==> src/rtl/imem_fetch_responder_pkg.sv <==
// Shared widths and FSM encoding for the instruction-fetch responder.
// The SRAM lives outside the responder; only its bus widths are shared here.
package param_defs;
  localparam int DataWidth     = 32;
  localparam int MemBusWidth   = 32;
  localparam int ImemAddrWidth = 12;

  typedef enum logic [1:0] {IDLE, RD_LO, RD_HI, RSP} imem_rsp_state_e;

  // RISC-V: a halfword whose low two bits are not 2'b11 is a 16-bit instruction
  function automatic logic is_compressed(input logic [15:0] h);
    return h[1:0] != 2'b11;
  endfunction
endpackage

==> src/rtl/imem_fetch_responder.sv <==
// Instruction fetch responder: turns byte-address fetches into one or two SRAM
// word reads and returns a 16- or 32-bit instruction with a compressed flag.
module imem_fetch_responder #(
  parameter int DataWidth     = param_defs::DataWidth,
  parameter int ImemAddrWidth = param_defs::ImemAddrWidth
) (
  input  logic                             clk,
  input  logic                             rst,
  input  logic                             req_valid,
  output logic                             req_ready,
  input  logic [DataWidth-1:0]             req_addr,
  output logic                             rsp_valid,
  input  logic                             rsp_ready,
  output logic [31:0]                      rsp_data,
  output logic                             rsp_compressed,
  output logic                             rsp_err,
  output logic                             mem_en,
  output logic [ImemAddrWidth-1:0]         mem_addr,
  input  logic [param_defs::MemBusWidth-1:0] mem_rd
);
  import param_defs::*;

  imem_rsp_state_e           state_q, state_d;
  logic                      addr1_q, addr1_d;
  logic [ImemAddrWidth-1:0]  widx_q, widx_d;
  logic [15:0]               half_q, half_d;
  logic [31:0]               data_q, data_d;
  logic                      comp_q, comp_d;
  logic                      err_q, err_d;
  logic                      accept, span_rd;
  logic                      unused_addr;

  // Bits above the SRAM index only select the byte-address space, not a word
  assign unused_addr = ^req_addr[DataWidth-1:ImemAddrWidth+2];

  // State register
  always_ff @(posedge clk) begin
    if (rst) state_q <= IDLE;
    else     state_q <= state_d;
  end

  always_ff @(posedge clk) begin
    if (rst) begin
      addr1_q <= 1'b0;
      widx_q  <= '0;
      half_q  <= '0;
      data_q  <= '0;
      comp_q  <= 1'b0;
      err_q   <= 1'b0;
    end else begin
      addr1_q <= addr1_d;
      widx_q  <= widx_d;
      half_q  <= half_d;
      data_q  <= data_d;
      comp_q  <= comp_d;
      err_q   <= err_d;
    end
  end

  // Next state and response formation
  always_comb begin
    state_d = state_q;
    addr1_d = addr1_q;
    widx_d  = widx_q;
    half_d  = half_q;
    data_d  = data_q;
    comp_d  = comp_q;
    err_d   = err_q;
    case (state_q)
      IDLE: if (accept) begin
        addr1_d = req_addr[1];
        widx_d  = req_addr[ImemAddrWidth+1:2];
        if (req_addr[0]) begin
          state_d = RSP;
          data_d  = '0;
          comp_d  = 1'b0;
          err_d   = 1'b1;
        end else begin
          state_d = RD_LO;
        end
      end
      RD_LO: begin
        err_d = 1'b0;
        if (!addr1_q) begin
          state_d = RSP;
          comp_d  = is_compressed(mem_rd[15:0]);
          data_d  = comp_d ? {16'h0, mem_rd[15:0]} : mem_rd[31:0];
        end else if (is_compressed(mem_rd[31:16])) begin
          state_d = RSP;
          comp_d  = 1'b1;
          data_d  = {16'h0, mem_rd[31:16]};
        end else begin
          state_d = RD_HI;
          half_d  = mem_rd[31:16];
        end
      end
      RD_HI: begin
        state_d = RSP;
        data_d  = {mem_rd[15:0], half_q};
        comp_d  = 1'b0;
        err_d   = 1'b0;
      end
      RSP: if (rsp_ready) state_d = IDLE;
      default: state_d = IDLE;
    endcase
  end

  // Outputs; the second read of a spanning fetch is issued while the first word is on mem_rd
  always_comb begin
    req_ready = (state_q == IDLE) && !rst;
    accept    = req_valid && req_ready;
    span_rd   = (state_q == RD_LO) && addr1_q && !is_compressed(mem_rd[31:16]) && !rst;
    mem_en    = (accept && !req_addr[0]) || span_rd;
    mem_addr  = span_rd ? widx_q + ImemAddrWidth'(1) : req_addr[ImemAddrWidth+1:2];
    rsp_valid = (state_q == RSP);
  end

  assign rsp_data       = data_q;
  assign rsp_compressed = comp_q;
  assign rsp_err        = err_q;
endmodule
==> config.mk <==
export PLATFORM = sky130hd
export DESIGN_NAME = imem_fetch_responder
export DESIGN_NICKNAME = d
export VERILOG_FILES = /design/src/rtl/imem_fetch_responder_pkg.sv /design/src/rtl/imem_fetch_responder.sv
export SDC_FILE = /design/constraint.sdc
export NUM_CORES = 1
export LEC_CHECK = 0
export BUFFER_PORTS_ARGS = -buffer_cell sky130_fd_sc_hd__buf_4
export CAP_MARGIN = 20
export CORE_ASPECT_RATIO = 0.6
export CORE_MARGIN = 2
export CORE_UTILIZATION = 45
export CTS_CLUSTER_DIAMETER = 40
export DETAILED_ROUTE_END_ITERATION = 8
export GPL_TIMING_DRIVEN = 0
export PLACE_DENSITY = 0.78
export SETUP_SLACK_MARGIN = 0.15
export SLEW_MARGIN = 30
export SYNTH_ARGS = -nofsm -noshare
export SYNTH_HDL_FRONTEND = slang
export SYNTH_SLANG_ARGS = --single-unit
==> constraint.sdc <==
create_clock -name clk -period 1.6 [get_ports clk]
set_input_delay 0.08 -clock clk [delete_from_list [all_inputs] [get_ports clk]]
set_output_delay 0.08 -clock clk [all_outputs]
set_load 0.01 [all_outputs]
==> metrics <==
CTS Buffer Depth=2; DR DRC count=0; vias per inst=5.84; die footprint=0.00818 mm2; Clock Power Share=29.4%; synth cell count leaders=68 x nand2_1, 65 x dfxtp_1, 30 x a22oi_1, 30 x o2bb2ai_2, 18 x a21oi_1; P_sw=2.41 mW; CP Class=reg -> out; Die H=approximately 71 um; largest stage delay on the critical path=around 400 ps; mean post-synth cell area=about 9.5 um2; number of synthesis warnings=0; Area growth syn-to-layout=60.6%; max_cap viols=0; Initial Utilization=between 40% and 50%; port bufs=98; DPL Wire Length=7200 um; mapped cell area=0.00335 mm2; Sw Share=36.2%; R2R Path End=rsp_data[2]; worst path cell trace=ha_2 -> nand2_1 -> nor3_1 -> xnor2_1 -> o21ai_4 -> buf_6; fin util=around 74%; crit-path max FO=4; clock latency on the worst-skew pair=roughly 330 ps; maximum VDD drop=0.931 mV; Cell variety after synth=38; Syn Inst Count=352; routed len/inst=around 20 um; largest net degree at the start of global routing=13; Post-synth ARST share=0%; r2r worst-path depth=9; skew final=6.16 ps; CP startpoint=widx_q[1]; via count of the first global-routing pass=3214; failing checks=setup timing; total clock sinks=65; P per Cell Area=1240 mW/mm2; fin. max-slew vios=0; crit path DAT=1830 ps; share of the synthesized area in the top cell type=38.8%; Worst R2R Start=state_q[1]; register area share after synthesis=between 30% and 40%; Post-synth EDFFs=0; Max Clock Freq=525 MHz; Synth Register Bits=between 60 and 70; DR pass1 iterations=5; Gate power share=41.0%; syn_nets=425; hold_sp=mem_rd[30]; H-tree levels=3; period utilisation layout=119%; final worst slack=-306 ps; crit path time final=1910 ps; CTS Buf Count=9; Placed Area=0.00435 mm2; layout cells sized above 1=between 50 and 60%; register share of total power=29.6%; Die Wd=115 um; status=finished with violations; Rows=24; slowest cell on the critical path=dfxtp_1; CP required=1520 ps; CTS tree=built; GRT Overall Usage=~27%; worst slew pin tran=approximately 650 ps; Synth Flop Type=dfxtp_1; Root Driver=clkbuf_16; P_int=between 4 and 5 mW; Net count, final=570; drt first-iter violations=269; total grt overflow=0; Ports=~120; RD Place Congestion=0.810; unrepaired setup endpoints after global routing=true; P_leak=roughly 2.1 nW; Final Hold Fails=0; Post-Layout Inst Area=0.00538 mm2; post-synth top area cell=dfxtp_1; crit end category=primary output; Slew Limit Headroom=56.5%; clk slew on worst S/H paths=60 ps; first-pass GRT wire length=16900 um; most common cell in the netlist=nand2_1; via count=approximately 3500; Placeable Area=around 0.0072 mm2; Critical Path Start Type=register; ANT cells=0; Final setup viols=59; capture point of the worst path=mem_addr[10]; r2r setup slk=-220 ps; top cells by area, synth=dfxtp_1 39%, o2bb2ai_2 13%, nand2_1 7.6%; hold crit path type=in -> reg; final WL=12500 um; Routed Antenna Nets=0; initial antenna violation count=0
-- timing repair --
item / in CTS / in global routing
hold buffers: 13 / 0
gates resized for setup: 53 / 72
gates cloned: 2 / 2
setup endpoints to repair: 69 / 74
hold endpoints to repair: 13 / 0
setup buffers: 11 / 8
pin swaps: 8 / 17
-- final cells by class --
| class | instances | area [um2] |
|---|---|---|
| sequential | 65 | 1310 |
| tap | 104 | 130 |
| fill | 460 | 1850 |
| inverter | 3 | 13.8 |
| clock inverter | 7 | 70.1 |
| timing repair buffer | 134 | 1120 |
| multi-input combinational | 256 | 2230 |
| clock buffer | 9 | 225 |
| buffer | 28 | 283 |
-- logic make-up (layout without fill, tap and decap cells) --
logic type	after synthesis	in the layout	share of synthesized area, %
compound gates	102	102	27.3
buf+inv	31	181	5.41
flops	65	65	38.8
xor+xnor	10	10	2.61
mux	18	18	5.97
fa+ha+maj	5	5	1.87
simple gates	121	121	18.0
-- worst max-delay path: cells and delay by family, from the launching register on --
family / cells / cell delay (ps)
flops: 1 / 400
fa+ha+maj: 1 / 250
compound gates: 1 / 140
xor+xnor: 1 / 170
buf+inv: 1 / 110
simple gates: 2 / 420
-- power groups by stage --
stage | sequential (mW) | combinational, mW | clock [mW]
global route | 1.98 | 2.86 | 2.02
floorplan | 1.97 | 1.38 | 0
CTS | 1.95 | 2.38 | 1.96
finish | 1.97 | 2.73 | 1.95
detailed placement | 1.97 | 2.00 | 0
global placement | 1.97 | 1.97 | 0
-- how the worst min path moves through the flow --
stage	to	cells after the start
after global placement	widx_q[8]	3
after CTS	half_q[8]	3
final	half_q[14]	3
after floorplan	addr1_q	2
after detailed placement	widx_q[9]	3
after global routing	half_q[11]	3
-- stage by stage --
step           instances  setup TNS [ps]  hold slack, ps  total power, mW  worst slack, ps
2_1_floorplan        352               0             179             3.35              101
3_3_place_gp         554           -4490             274             3.94             -202
3_5_place_dp         554           -5580             276             3.97             -222
4_1_cts              596           -6890            6.82             6.28             -218
5_1_grt              606          -12860            22.6             6.86             -374
6_report             606           -9500            16.0             6.65             -306
-- placed cells by master (no fill, tap or decap), types with 4 or more instances in the layout --
cell type,Yosys,routed
clkbuf_16,0,10
xnor2_1,8,8
nand2_1,68,38
nand3_1,5,4
nand2_4,0,5
dfxtp_1,65,61
a21oi_1,18,14
a21oi_2,1,4
nand2_2,0,25
clkbuf_2,0,4
dlygate4sd3_1,0,13
nand3b_1,14,14
mux2_2,16,15
buf_2,10,6
o21ai_4,0,6
buf_12,0,5
o2bb2ai_2,30,30
buf_4,0,106
buf_8,0,6
buf_6,7,16
clkbuf_1,11,4
nand4_1,6,6
a22oi_2,0,9
a22oi_1,30,21
o21ai_2,0,6
nor2_1,10,9
-- layer usage --
layer  vias to the layer above  part of all wire, %  GRT usage (%)
li1                       1573                    -              -
met1                      1714                   43           38.3
met2                       221                   47           40.2
met3                        29                  8.7           7.88
met4                         0                  2.1           6.02
met5                         -                    0              0
-- registers in the layout, indices dropped and copies added (netlist names) --
name,cells
addr1_q,1
half_q,16
rsp_compressed,1
rsp_data,32
rsp_err,1
state_q,2
widx_q,12
No activity file was read; power rests on OpenSTA's default activity.
